File: src/rtl/aes_pkg.sv
// Shared AES constants: forward/inverse S-box, Rcon, inverse-round FSM states,
// plus the InvShiftRows byte permutation (byte 0 = bits [127:120], column-major).
package aes_pkg;

  typedef enum logic [2:0] {IDLE, KEY, ARK, SUB, FIN, DONE} state_t;

  localparam logic [0:255][7:0] SBOX = {
    128'h637c777bf26b6fc53001672bfed7ab76, 128'hca82c97dfa5947f0add4a2af9ca472c0,
    128'hb7fd9326363ff7cc34a5e5f171d83115, 128'h04c723c31896059a071280e2eb27b275,
    128'h09832c1a1b6e5aa0523bd6b329e32f84, 128'h53d100ed20fcb15b6acbbe394a4c58cf,
    128'hd0efaafb434d338545f9027f503c9fa8, 128'h51a3408f929d38f5bcb6da2110fff3d2,
    128'hcd0c13ec5f974417c4a77e3d645d1973, 128'h60814fdc222a908846eeb814de5e0bdb,
    128'he0323a0a4906245cc2d3ac629195e479, 128'he7c8376d8dd54ea96c56f4ea657aae08,
    128'hba78252e1ca6b4c6e8dd741f4bbd8b8a, 128'h703eb5664803f60e613557b986c11d9e,
    128'he1f8981169d98e949b1e87e9ce5528df, 128'h8ca1890dbfe6426841992d0fb054bb16
  };

  localparam logic [0:255][7:0] INV_SBOX = {
    128'h52096ad53036a538bf40a39e81f3d7fb, 128'h7ce339829b2fff87348e4344c4dee9cb,
    128'h547b9432a6c2233dee4c950b42fac34e, 128'h082ea16628d924b2765ba2496d8bd125,
    128'h72f8f66486689816d4a45ccc5d65b692, 128'h6c704850fdedb9da5e154657a78d9d84,
    128'h90d8ab008cbcd30af7e45805b8b34506, 128'hd02c1e8fca3f0f02c1afbd0301138a6b,
    128'h3a9111414f67dcea97f2cfcef0b4e673, 128'h96ac7422e7ad3585e2f937e81c75df6e,
    128'h47f11a711d29c5896fb7620eaa18be1b, 128'hfc563e4bc6d279209adbc0fe78cd5af4,
    128'h1fdda8338807c731b11210592780ec5f, 128'h60517fa919b54a0d2de57a9f93c99cef,
    128'ha0e03b4dae2af5b0c8ebbb3c83539961, 128'h172b047eba77d626e169146355210c7d
  };

  localparam logic [0:9][7:0] RCON = {
    8'h01, 8'h02, 8'h04, 8'h08, 8'h10, 8'h20, 8'h40, 8'h80, 8'h1b, 8'h36
  };

  // Row r of column c takes the byte from column (c - r) mod 4.
  function automatic logic [127:0] inv_shift_rows(input logic [127:0] s);
    logic [127:0] r;
    r = '0;
    for (int c = 0; c < 4; c++) begin
      for (int rr = 0; rr < 4; rr++) begin
        r[127 - 8*(4*c + rr) -: 8] = s[127 - 8*(4*((c - rr + 4) % 4) + rr) -: 8];
      end
    end
    return r;
  endfunction

endpackage

File: src/rtl/inv_sbox.sv
// Inverse AES S-box, one byte, combinational lookup.
module inv_sbox
  import aes_pkg::*;
(
  input  logic [7:0] din,
  output logic [7:0] dout
);

  assign dout = INV_SBOX[din];

endmodule

File: src/rtl/sbox.sv
// Forward AES S-box, one byte, combinational lookup.
module sbox
  import aes_pkg::*;
(
  input  logic [7:0] din,
  output logic [7:0] dout
);

  assign dout = SBOX[din];

endmodule

File: src/rtl/aes_inv_round_seq.sv
// Sequential inverse of one AES-128 round (no MixColumns):
// pt = InvSubBytes(InvShiftRows(ct ^ rk1)) ^ rk0, one S-box column per SUB cycle.
module aes_inv_round_seq
  import aes_pkg::*;
#(
  parameter int NR = 1,
  parameter int NK = 4
) (
  input  logic         clk,
  input  logic         rst_n,
  input  logic         in_valid,
  output logic         in_ready,
  input  logic [127:0] ct,
  input  logic [127:0] key128,
  output logic         out_valid,
  input  logic         out_ready,
  output logic [127:0] pt
);

  generate
    if (NR != 1 || NK != 4) begin : g_param_check
      $error("aes_inv_round_seq supports only NR=1 and NK=4");
    end
  endgenerate

  state_t       state_reg, state_next;
  logic [1:0]   col_reg;
  logic [127:0] ct_reg, rk0_reg, rk1_reg, blk_reg, pt_reg;
  logic         out_valid_reg;
  logic         accept, release_pt;

  assign in_ready   = (state_reg == IDLE);
  assign accept     = in_valid && in_ready;
  assign release_pt = out_valid_reg && out_ready;
  assign out_valid  = out_valid_reg;
  assign pt         = pt_reg;

  // Key schedule: first round key from the latched cipher key.
  logic [31:0]  rot_w3, sub_w3, temp_w, w4, w5, w6, w7;
  logic [127:0] rk1_next;

  assign rot_w3 = {rk0_reg[23:0], rk0_reg[31:24]};

  generate
    for (genvar gi = 0; gi < 4; gi++) begin : g_key_sbox
      sbox u_sbox (
        .din  (rot_w3[31 - 8*gi -: 8]),
        .dout (sub_w3[31 - 8*gi -: 8])
      );
    end
  endgenerate

  assign temp_w   = sub_w3 ^ {RCON[0], 24'h000000};
  assign w4       = rk0_reg[127:96] ^ temp_w;
  assign w5       = rk0_reg[95:64]  ^ w4;
  assign w6       = rk0_reg[63:32]  ^ w5;
  assign w7       = rk0_reg[31:0]   ^ w6;
  assign rk1_next = {w4, w5, w6, w7};

  // SUB datapath: four inverse S-box lanes on the column selected by col_reg.
  logic [31:0] col_in, col_out;

  assign col_in = blk_reg[127 - 32*int'(col_reg) -: 32];

  generate
    for (genvar gi = 0; gi < 4; gi++) begin : g_sub_lane
      inv_sbox u_inv_sbox (
        .din  (col_in[31 - 8*gi -: 8]),
        .dout (col_out[31 - 8*gi -: 8])
      );
    end
  endgenerate

  always_comb begin
    state_next = state_reg;
    case (state_reg)
      IDLE:    if (accept) state_next = KEY;
      KEY:     state_next = ARK;
      ARK:     state_next = SUB;
      SUB:     if (col_reg == 2'd3) state_next = FIN;
      FIN:     state_next = DONE;
      DONE:    if (release_pt) state_next = IDLE;
      default: state_next = IDLE;
    endcase
  end

  always_ff @(posedge clk or negedge rst_n) begin
    if (!rst_n) begin
      state_reg <= IDLE;
    end else begin
      state_reg <= state_next;
    end
  end

  // out_valid is registered off DONE, so it rises one edge after DONE is entered.
  always_ff @(posedge clk or negedge rst_n) begin
    if (!rst_n) begin
      col_reg       <= 2'd0;
      ct_reg        <= '0;
      rk0_reg       <= '0;
      rk1_reg       <= '0;
      blk_reg       <= '0;
      pt_reg        <= '0;
      out_valid_reg <= 1'b0;
    end else begin
      case (state_reg)
        IDLE: begin
          if (accept) begin
            ct_reg  <= ct;
            rk0_reg <= key128;
          end
        end
        KEY: rk1_reg <= rk1_next;
        ARK: blk_reg <= inv_shift_rows(ct_reg ^ rk1_reg);
        SUB: begin
          blk_reg[127 - 32*int'(col_reg) -: 32] <= col_out;
          col_reg <= col_reg + 2'd1;
        end
        FIN: pt_reg <= blk_reg ^ rk0_reg;
        DONE: out_valid_reg <= !release_pt;
        default: ;
      endcase
    end
  end

endmodule

File: config.mk
export PLATFORM = sky130hd
export DESIGN_NAME = aes_inv_round_seq
export DESIGN_NICKNAME = d
export VERILOG_FILES = /design/src/rtl/aes_pkg.sv /design/src/rtl/inv_sbox.sv /design/src/rtl/sbox.sv /design/src/rtl/aes_inv_round_seq.sv
export SDC_FILE = /design/constraint.sdc
export NUM_CORES = 2
export LEC_CHECK = 0
export CORE_MARGIN = 10
export CORE_UTILIZATION = 45
export CTS_CLUSTER_DIAMETER = 30
export DETAILED_ROUTE_END_ITERATION = 6
export DONT_BUFFER_PORTS = 1
export GPL_ROUTABILITY_DRIVEN = 1
export PLACE_DENSITY_LB_ADDON = 0.15
export SLEW_MARGIN = 20
export SYNTH_ARGS = -nofsm -noshare
export SYNTH_HDL_FRONTEND = slang
export SYNTH_SLANG_ARGS = --single-unit
File: constraint.sdc
create_clock -name clk -period 3.98 [get_ports clk]
set_clock_uncertainty 0.15 [all_clocks]
set_input_delay 1.194 -clock clk [delete_from_list [all_inputs] [get_ports clk]]
set_output_delay 1.194 -clock clk [all_outputs]
set_load 0.01 [all_outputs]
==> results.py <==
metrics = {
    "placed_design": {
        "place_area_um2": 64000,
        "globalplace.congestion": 1.06,
        "hpwl_um": 219000,
        "io_buffers": 0,
    },
    "synth": {
        "syn_area_per_cell_um2": 8.30,
        "ys_top_cells_by_area": "dfrtp_1 29%, mux2_2 5.4%, o21ai_0 4.7%",
        "synth_cells": 6826,
        "synth_edf_count": 0,
        "synthArstFlopShare_pct": 100,
        "yosys-top-cells-count": "646 x dfrtp_1, 639 x nand2_1, 533 x nor2_1",
        "synth_most_common_cell": "dfrtp_1",
        "ys_seq_area_share_pct": 28.5,
        "ys.flop_type": "dfrtp_1",
        "yosys_warnings": 0,
        "synth_top_area_share_pct": 28.5,
        "synth_nets": 7226,
        "synth_top_cell_by_area": "dfrtp_1",
        "syn_area_um2": 56600,
        "ys_ff_latch": 646,
        "ys_types": 96,
    },
    "global_route": {
        "grt_pass1_wl_um": 424000,
        "busiest_layer": "met2",
        "antenna_found_initial": 36,
        "globalRouteMet2Util_pct": 59.8,
        "met3_usage_pct": 11.5,
        "grt.met1_usage_pct": 51.4,
        "grt.total_usage_pct": 40.0,
        "grt_max_degree": 647,
        "grt.overflow.total": 0,
        "first_global_vias": 59336,
    },
    "detailed_routing": {
        "vias": 62369,
        "postRouteAntennaNets": 0,
        "drt-pass1-iter-count": 7,
        "wl_per_cell_um": 32.7,
        "drt-total-wl_um": 296000,
        "drt_iter0_drc": 9874,
        "drc": 6,
        "vias_per_cell": 6.90,
    },
    "setup_path": {
        "worstPathMaxFanout": 18,
        "worst-r2r-setup-slack_ps": 20,
        "r2r_end": "rk1_reg[18]",
        "startpoint_type": "flip-flop",
        "path_class": "flip-flop to flip-flop",
        "required_ps": 4530,
        "arrival_ps": 4510,
        "end_kind": "flip-flop",
        "r2r_start": "rk0_reg[9]",
        "rr_worst_depth": 12,
    },
    "cts": {
        "clock_path_buffers": 3,
        "root_buffer": "clkbuf_16",
        "cts_tree": "yes",
        "htree_levels": 4,
        "cts.sinks": 646,
        "clock_latency_ps": 790,
        "path_clk_slew_ps": 50,
        "cts-buffers-inserted": 152,
    },
    "cells_and_area": {
        "nets": 7646,
        "fillCellCount": 11316,
        "area_growth_pct": 23.5,
        "final_layout_size_suffix_gt1_share_pct": 24.2,
        "final_cell_area_um2": 70000,
    },
    "timing": {
        "setup_tns_ps": 0,
        "timing.final.crit_share_pct": 99.5,
        "period_minus_slack_ps": 3960,
        "tightest_slew_ps": 1660,
        "fin_hold_ws_ps": 42.8,
        "hold_violations": 0,
        "drv_slew": 71,
        "slew_headroom_pct": -10.4,
        "setup_viol": 0,
        "max_freq_mhz": 252,
    },
    "floorplan": {
        "die_w_um": 375,
        "dieArea_um2": 140000,
        "dieHeight_um": 375,
        "initial_utilization_pct": 45.2,
        "core_area_um2": 125000,
        "std_cell_rows": 130,
        "io_pins": 390,
    },
    "outcome": {
        "status": "complete, but fails checks",
        "failed_checks": "design-rule violations, max-slew violations",
    },
    "job": {
        "cap_viol_max_count": 0,
    },
    "worst_hold_path": {
        "hold_path.class": "primary input to async pin",
    },
}
## layout by cell type, fill, tap and decap left out, drive strengths merged, types with 28 or more instances in the layout
cell type,count
nor3,136
nor3b,29
o311ai,86
a211o,33
xor2,81
mux2,271
or3,32
a22oi,68
a2111oi,44
and2,47
nand3,207
a21oi,500
a221o,82
nand2,644
mux2i,96
nor2b,110
inv,104
clkinv,46
a221oi,49
a211oi,100
o21ai,545
nor2,533
a311oi,104
a31oi,117
o221ai,50
xnor2,293
ha,140
o22ai,47
nand4,33
clkbuf,194
or2,55
a21o,32
o211ai,128
mux4,81
buf,977
nand2b,155
dfrtp,646
o31ai,28
and3,48
## what timing repair did
action | 4_1_cts | 5_1_grt
hold endpoints to repair | 439 | 92
endpoints found under the setup margin | 75 | 108
buffers inserted | 3 | 5
gates resized for setup | 17 | 73
pin swaps | 1 | 9
## worst max path at each step
stage,startpoint,endpoint,depth (start not counted)
6_report,rk0_reg[9],rk1_reg[18],12
5_1_grt,rk0_reg[9],rk1_reg[18],12
4_1_cts,rk0_reg[8],rk1_reg[18],14
3_5_place_dp,col_reg[0],blk_reg[88],16
3_3_place_gp,col_reg[0],blk_reg[56],16
2_1_floorplan,rk0_reg[8],rk1_reg[18],14
## logic make-up after synthesis
| family | Yosys count | synth area share, % |
|---|---|---|
| AO/OA/AOI/OAI | 2274 | 27.2 |
| buffers and inverters | 805 | 6.23 |
| multiplexers | 448 | 10.3 |
| flip-flops | 646 | 28.5 |
| AND/OR/NAND/NOR | 2110 | 17.6 |
| adder cells (fa/ha/maj) | 140 | 3.09 |
| XOR/XNOR | 403 | 7.01 |
## per-stage QoR
step | utilization [%] | worst slack, ps | instances
2_1_floorplan | - | 11.3 | 6826
3_3_place_gp | 51.1 | -369 | 8730
3_5_place_dp | 51.1 | -394 | 8730
4_1_cts | 55.5 | 5.49 | 9011
5_1_grt | 55.8 | -23.1 | 9034
6_report | 55.9 | 19.2 | 9040
## area by class of cell
type,instances,area (um2),area share (%)
diodes,20,50.0,0.0715
repair buffers,978,8500,12.1
multi-input cells,5375,37300,53.4
inverters,93,355,0.508
clock buffers,194,4200,6.01
clock inverters,84,1250,1.78
well taps,1650,2060,2.95
flip-flops and latches,646,16200,23.2
## critical path, cell delays in order, from the launching register on
cell and delay (ps):
dfrtp_2 450, buf_8 230, ha_2 270, nand2_1 110, and2_1 170, mux4_2 520
a221oi_2 300, mux2_4 340, a2111oi_4 490, buf_6 210, xnor3_2 320, xnor2_1 150
o21ai_1 170
## metal layers
metal  vias to the layer above  wire length [um]
met5                         -               130
met4                        20             20400
met3                      1032             35400
met2                      4735            127000
met1                     30231            114000
li1                      26351                 -
Power is left out: the tool's default activity adds up to more than one toggle a clock period on the data nets, which glitch-free logic cannot reach.
